**src/rtl/falu_cmp_pipe.sv**
```systemverilog
// Pipelined FP compare/min/max/classify unit for single and double precision.
// Stage 1 classifies the operands, the last stage selects the result; stages in between only delay.
module falu_cmp_pipe #(
  parameter int unsigned LATENCY = 2,
  parameter int unsigned TAG_W   = 6
) (
  input  logic             clk,
  input  logic             reset,
  input  logic             flush,
  input  logic             in_valid,
  output logic             in_ready,
  input  logic [2:0]       in_op,
  input  logic             in_dbl,
  input  logic [63:0]      in_a,
  input  logic [63:0]      in_b,
  input  logic [TAG_W-1:0] in_tag,
  output logic             out_valid,
  input  logic             out_ready,
  output logic [63:0]      out_data,
  output logic [4:0]       out_fflags,
  output logic [TAG_W-1:0] out_tag
);

  typedef enum logic [2:0] {
    OP_EQ    = 3'd0,
    OP_LT    = 3'd1,
    OP_LE    = 3'd2,
    OP_MIN   = 3'd3,
    OP_MAX   = 3'd4,
    OP_CLASS = 3'd5
  } op_e;

  typedef struct packed {
    logic [2:0]       op;
    logic             dbl;
    logic [63:0]      a;
    logic [63:0]      b;
    logic [9:0]       ca;
    logic [2:0]       kb;   // {nan, snan, zero} of operand b
    logic [TAG_W-1:0] tag;
  } stage_t;

  localparam int unsigned NS = (LATENCY > 1) ? LATENCY - 1 : 1;

  // SP operands that are not NaN-boxed become the boxed canonical qNaN
  function automatic logic [63:0] unbox(input logic [63:0] x, input logic dbl);
    if (dbl || (&x[63:32])) return x;
    return 64'hFFFF_FFFF_7FC0_0000;
  endfunction

  function automatic logic [9:0] fclass(input logic [63:0] x, input logic dbl);
    logic       s, eo, ez, fz, q;
    logic [9:0] m;
    if (dbl) begin
      s  = x[63];
      eo = &x[62:52];
      ez = ~|x[62:52];
      fz = ~|x[51:0];
      q  = x[51];
    end else begin
      s  = x[31];
      eo = &x[30:23];
      ez = ~|x[30:23];
      fz = ~|x[22:0];
      q  = x[22];
    end
    m = '0;
    if (eo && fz)       m[s ? 0 : 7] = 1'b1;
    else if (eo)        m[q ? 9 : 8] = 1'b1;
    else if (ez && fz)  m[s ? 3 : 4] = 1'b1;
    else if (ez)        m[s ? 2 : 5] = 1'b1;
    else                m[s ? 1 : 6] = 1'b1;
    return m;
  endfunction

  function automatic logic [2:0] fkind(input logic [63:0] x, input logic dbl);
    logic [9:0] m;
    m = fclass(x, dbl);
    return {|m[9:8], m[8], |m[4:3]};
  endfunction

  stage_t             cls_in;
  stage_t             stg [NS];
  stage_t             fin;
  logic [LATENCY-1:0] vld;
  logic               advance;
  logic               accept;

  assign out_valid = vld[LATENCY-1];
  assign in_ready  = ~out_valid | out_ready;
  assign advance   = in_ready;
  assign accept    = in_valid & in_ready & ~flush;

  always_comb begin
    cls_in     = '0;
    cls_in.op  = in_op;
    cls_in.dbl = in_dbl;
    cls_in.a   = unbox(in_a, in_dbl);
    cls_in.b   = unbox(in_b, in_dbl);
    cls_in.ca  = fclass(cls_in.a, in_dbl);
    cls_in.kb  = fkind(cls_in.b, in_dbl);
    cls_in.tag = in_tag;
  end

  always_ff @(posedge clk) begin
    if (advance && !flush) begin
      stg[0] <= cls_in;
      for (int unsigned i = 1; i < NS; i++) stg[i] <= stg[i-1];
    end
  end

  always_comb fin = (LATENCY == 1) ? cls_in : stg[NS-1];

  logic        sa, sb, nan_a, snan_a, zero_a, nan_b, snan_b, zero_b;
  logic        both_zero, eq, ord_lt, lt;
  logic [62:0] ma, mb;
  logic [63:0] canon, lo, hi;
  logic [63:0] res_data;
  logic        res_nv;

  always_comb begin
    sa        = fin.dbl ? fin.a[63] : fin.a[31];
    sb        = fin.dbl ? fin.b[63] : fin.b[31];
    ma        = fin.dbl ? fin.a[62:0] : {32'b0, fin.a[30:0]};
    mb        = fin.dbl ? fin.b[62:0] : {32'b0, fin.b[30:0]};
    nan_a     = |fin.ca[9:8];
    snan_a    = fin.ca[8];
    zero_a    = |fin.ca[4:3];
    {nan_b, snan_b, zero_b} = fin.kb;
    both_zero = zero_a & zero_b;
    eq        = ((sa == sb) && (ma == mb)) || both_zero;
    // total order with -0 < +0; the IEEE compares mask out the zero pair
    ord_lt    = (sa != sb) ? sa : (sa ? (ma > mb) : (ma < mb));
    lt        = ord_lt & ~both_zero;
    canon     = fin.dbl ? 64'h7FF8_0000_0000_0000 : 64'hFFFF_FFFF_7FC0_0000;
    lo        = ord_lt ? fin.a : fin.b;
    hi        = ord_lt ? fin.b : fin.a;
    res_data  = '0;
    res_nv    = 1'b0;
    case (fin.op)
      OP_EQ: begin
        res_data = {63'b0, ~(nan_a | nan_b) & eq};
        res_nv   = snan_a | snan_b;
      end
      OP_LT: begin
        res_data = {63'b0, ~(nan_a | nan_b) & lt};
        res_nv   = nan_a | nan_b;
      end
      OP_LE: begin
        res_data = {63'b0, ~(nan_a | nan_b) & (lt | eq)};
        res_nv   = nan_a | nan_b;
      end
      OP_MIN, OP_MAX: begin
        if (nan_a && nan_b) res_data = canon;
        else if (nan_a)     res_data = fin.b;
        else if (nan_b)     res_data = fin.a;
        else                res_data = (fin.op == OP_MIN) ? lo : hi;
        res_nv = snan_a | snan_b;
      end
      OP_CLASS: res_data = {54'b0, fin.ca};
      default: ;
    endcase
  end

  always_ff @(posedge clk) begin
    if (reset) begin
      vld        <= '0;
      out_data   <= '0;
      out_fflags <= '0;
      out_tag    <= '0;
    end else if (flush) begin
      vld <= '0;
    end else if (advance) begin
      vld[0] <= accept;
      for (int unsigned i = 1; i < LATENCY; i++) vld[i] <= vld[i-1];
      out_data   <= res_data;
      out_fflags <= {res_nv, 4'b0};
      out_tag    <= fin.tag;
    end
  end

endmodule

```
**config.mk**
```make
export PLATFORM = sky130hd
export DESIGN_NAME = falu_cmp_pipe
export DESIGN_NICKNAME = d
export VERILOG_FILES = /design/src/rtl/falu_cmp_pipe.sv
export SDC_FILE = /design/constraint.sdc
export NUM_CORES = 1
export LEC_CHECK = 0
export CAP_MARGIN = 5
export CORE_UTILIZATION = 35
export CTS_CLUSTER_SIZE = 28
export DETAILED_ROUTE_END_ITERATION = 12
export HOLD_SLACK_MARGIN = 0.08
export PLACE_DENSITY_LB_ADDON = 0.05
export SLEW_MARGIN = 10
export SYNTH_ARGS = -nofsm -noshare
export SYNTH_HDL_FRONTEND = slang
export SYNTH_SLANG_ARGS = --single-unit
```
**constraint.sdc**
```tcl
create_clock -name clk -period 18.77 [get_ports clk]
set_clock_uncertainty 0.2 [all_clocks]
set_input_delay 5.631 -clock clk [delete_from_list [all_inputs] [get_ports clk]]
set_output_delay 5.631 -clock clk [all_outputs]
set_load 0.05 [all_outputs]
```
==> metrics <==
unique cell type count in the Yosys netlist=54; data arrival time of the critical path=7050 ps; final sum of negative setup slack=0 ps; largest voltage drop on the vdd net=81.0 uV; DP Area=0.0140 mm^2; number of enable flip-flop cells after synthesis=151; 1st-pass router iterations=5; Vert. Die Dim=183 um; P_leak=5.13 nW; count of state elements after synthesis=224; footprint of the multi-input gates=0.00508 mm^2; Setup crit start=out_ready; Final Slew Violations=0; DRC=0; post-layout net count=1508; library cell used as clock root buffer=sky130_fd_sc_hd__clkbuf_16; clock edge transition at the registers on the reported setup and hold paths=60 ps; vias in the first global route=9193; Die Footprint=0.0335 mm^2; final-report hold violation count=0; worst hold path type=register to register; buffering stage count on the worst path with inverters included=3; grt total ovfl=0; post-DR vias/cell=5.41; total number of clock tree sinks=224; part of the Yosys area used for sequential elements=0.523; global-route wire length before repair=55.2 mm; starting density of the core=0.360; maximum clock insertion buffer count=3; area of the mapped netlist=0.0115 mm^2; power density over the cells=84.6 mW/mm^2; power after layout=1.25 mW; setup slack of the worst register-to-register path=12090 ps; Num CTS Buffers=26; hold path start=out_data[55]$_SDFFE_PP0P_; CP top delay family=buffers and inverters; Setup Crit Path Kind=input pin to output port; source-to-sink clock delay at the later pin of the worst-skew pair=540 ps; main flop type after synthesis=sky130_fd_sc_hd__edfxtp_1; Seq. cell area=0.00600 mm^2; global-route usage over all layers=0.218; total routed wirelength=36.8 mm; status=finished, final reports clean; violation count after the first detailed-routing iteration=572; clock period minus worst slack=12880 ps; cell-by-cell trace of the critical path=clkdlybuf4s50_1, nor2b_1, inv_1, clkdlybuf4s50_1; number of vias in the routed layout=9512; setup repair after global routing missed its margin=false; post-route fraction of the period consumed by the critical path=0.686; largest net degree at the start of global routing=86; Crit-path slowest cell=sky130_fd_sc_hd__clkdlybuf4s50_1; final worst slack=5890 ps; hold_ws=250 ps; type of element launching the critical path=input pin; cell count after synthesis=1122; Final ANT Viol Nets=0; area of all placed cells without fillers=0.0148 mm^2; Synth async-reset ratio=0; maximum clock frequency=77.7 MHz; average wire per standard cell=21.0 um; Worst Setup End Kind=output port; number of maximum-capacitance constraint violations=0; Setup Buffers After CTS=0; post_cts resized=0; Detail Placement HPWL=25.0 mm; number of setup violations in the final report=0; maximum fanout along the worst path=3; max_slew headroom=0.201; number of antenna violations at the first check in global routing=3; routability congestion estimate from global placement=0.810; filler instances=3097; CP Data Required Time=12940 ps; worst reg2reg path startpoint=stg[0][147]$_DFFE_PP_; Max stage delay on crit path=810 ps; pre-CTS WS=5890 ps; CTS tree=yes; Std-Cell Rows=65; Die Span X=183 um; number of buffers inserted by port buffering=215; total number of H-tree levels=1; cell seen most often among critical-path stages=sky130_fd_sc_hd__clkdlybuf4s50_1; synth-to-layout area growth=29.3%; Least-Margin Pin Slew=1190 ps; cts hold-fix bufs=0; Syn Area/Cell=10.2 um^2; top-level I/O count=220; total number of yosys warnings=0; share of post-route cells with drive strength above 1=0.0969; Placeable Area=0.0319 mm^2
stage by stage:
| step | std cells | utilization |
|---|---|---|
| 4_1_cts | 1756 | 0.465 |
| 2_1_floorplan | 1125 | - |
| 3_3_place_gp | 1709 | 0.439 |
| 3_5_place_dp | 1709 | 0.439 |
| 5_1_grt | 1758 | 0.465 |
| 6_report | 1758 | 0.465 |
cell usage in the layout (no fill, tap or decap), types with 4 or more instances in the layout:
master                            netlist  routed
sky130_fd_sc_hd__nor3_1                19      17
sky130_fd_sc_hd__a21o_1                 5       5
sky130_fd_sc_hd__nor2b_1               49      49
sky130_fd_sc_hd__o211ai_1              27      27
sky130_fd_sc_hd__o41ai_1               42      42
sky130_fd_sc_hd__o31ai_1                4       4
sky130_fd_sc_hd__o21ai_0               56      56
sky130_fd_sc_hd__or4_1                  8       8
sky130_fd_sc_hd__nand3_1               12      12
sky130_fd_sc_hd__nand2b_1              22      22
sky130_fd_sc_hd__clkbuf_8               0       7
sky130_fd_sc_hd__buf_4                  4      10
sky130_fd_sc_hd__a21oi_1               74      73
sky130_fd_sc_hd__clkdlybuf4s50_1        0     215
sky130_fd_sc_hd__ha_1                  63      63
sky130_fd_sc_hd__o311ai_0              20      20
sky130_fd_sc_hd__clkbuf_1              62      10
sky130_fd_sc_hd__o311ai_1               4       4
sky130_fd_sc_hd__nand2_1              147     147
sky130_fd_sc_hd__conb_1                 1       4
sky130_fd_sc_hd__nand4_1               30      30
sky130_fd_sc_hd__a22oi_1                9       9
sky130_fd_sc_hd__inv_1                 37      36
sky130_fd_sc_hd__nor2_1                21      19
sky130_fd_sc_hd__dfxtp_1               73      73
sky130_fd_sc_hd__and2_1                33      33
sky130_fd_sc_hd__nor4_1                28      28
sky130_fd_sc_hd__edfxtp_1             151     151
sky130_fd_sc_hd__or2_2                 69      69
sky130_fd_sc_hd__clkbuf_16              0      27
state kept, by name, indices dropped and copies added (netlist names):
register and count:
out_data 64, out_fflags 1, out_tag 6, stg 151
vld 2
worst min-delay path, stage by stage (launching register included):
cell	delay, ps
sky130_fd_sc_hd__dfxtp_1	320
sky130_fd_sc_hd__nand2_1	40
sky130_fd_sc_hd__o21ai_0	50
cells in the mapped netlist (all sizes together) (34+ instances only):
cell type	n	share of area
a21oi	74	0.032
ha	63	0.069
o21ai	56	0.024
nand2	147	0.048
o41ai	42	0.032
edfxtp	151	0.40
inv	37	0.012
clkbuf	62	0.020
and2	34	0.019
dfxtp	73	0.13
nor2b	49	0.027
or2	70	0.038
metal layers:
metal,up-vias,track usage,share of wire,wire (um)
met1,4610,0.299,0.46,16900
met4,2,0.0800,0.031,1130
li1,4537,-,-,-
met5,-,0,0.00033,12
met2,303,0.340,0.45,16500
met3,60,0.0417,0.062,2280
power by group:
part,total (mW),switching [mW],internal [mW]
clock,0.492,0.202,0.290
combinational,0.190,0.115,0.0750
sequential,0.572,0.0167,0.555
layout make-up:
type,count,area share
sequential,224,0.405
multi-input combinational,788,0.343
timing repair buffer,225,0.150
clock buffer,44,0.0546
tap,435,0.0367
inverter,37,0.00971
clock inverter,3,0.000760
antenna,2,0.000338
kinds of logic (layout without fill, tap and decap cells):
logic type | Yosys count | in the layout | synth area share
muxes | 4 | 4 | 0.00360
AOI/OAI and AO/OA | 260 | 260 | 0.151
and+or+nand+nor | 455 | 455 | 0.211
xor gates and xnor gates | 2 | 2 | 0.00153
adders and majority gates | 63 | 63 | 0.0688
other | 1 | 6 | 0.000327
DFF | 224 | 224 | 0.523
buffers and inverters | 113 | 309 | 0.0405
path summary, 6_finish.rpt:
| check | end | depth (start not counted) |
|---|---|---|
| max reg2reg | out_data[18]$_SDFFE_PP0P_ | 13 |
| max | in_ready | 4 |
| min reg2reg | out_data[55]$_SDFFE_PP0P_ | 2 |
| min | out_data[55]$_SDFFE_PP0P_ | 2 |
(Power assumes the default switching activity.)
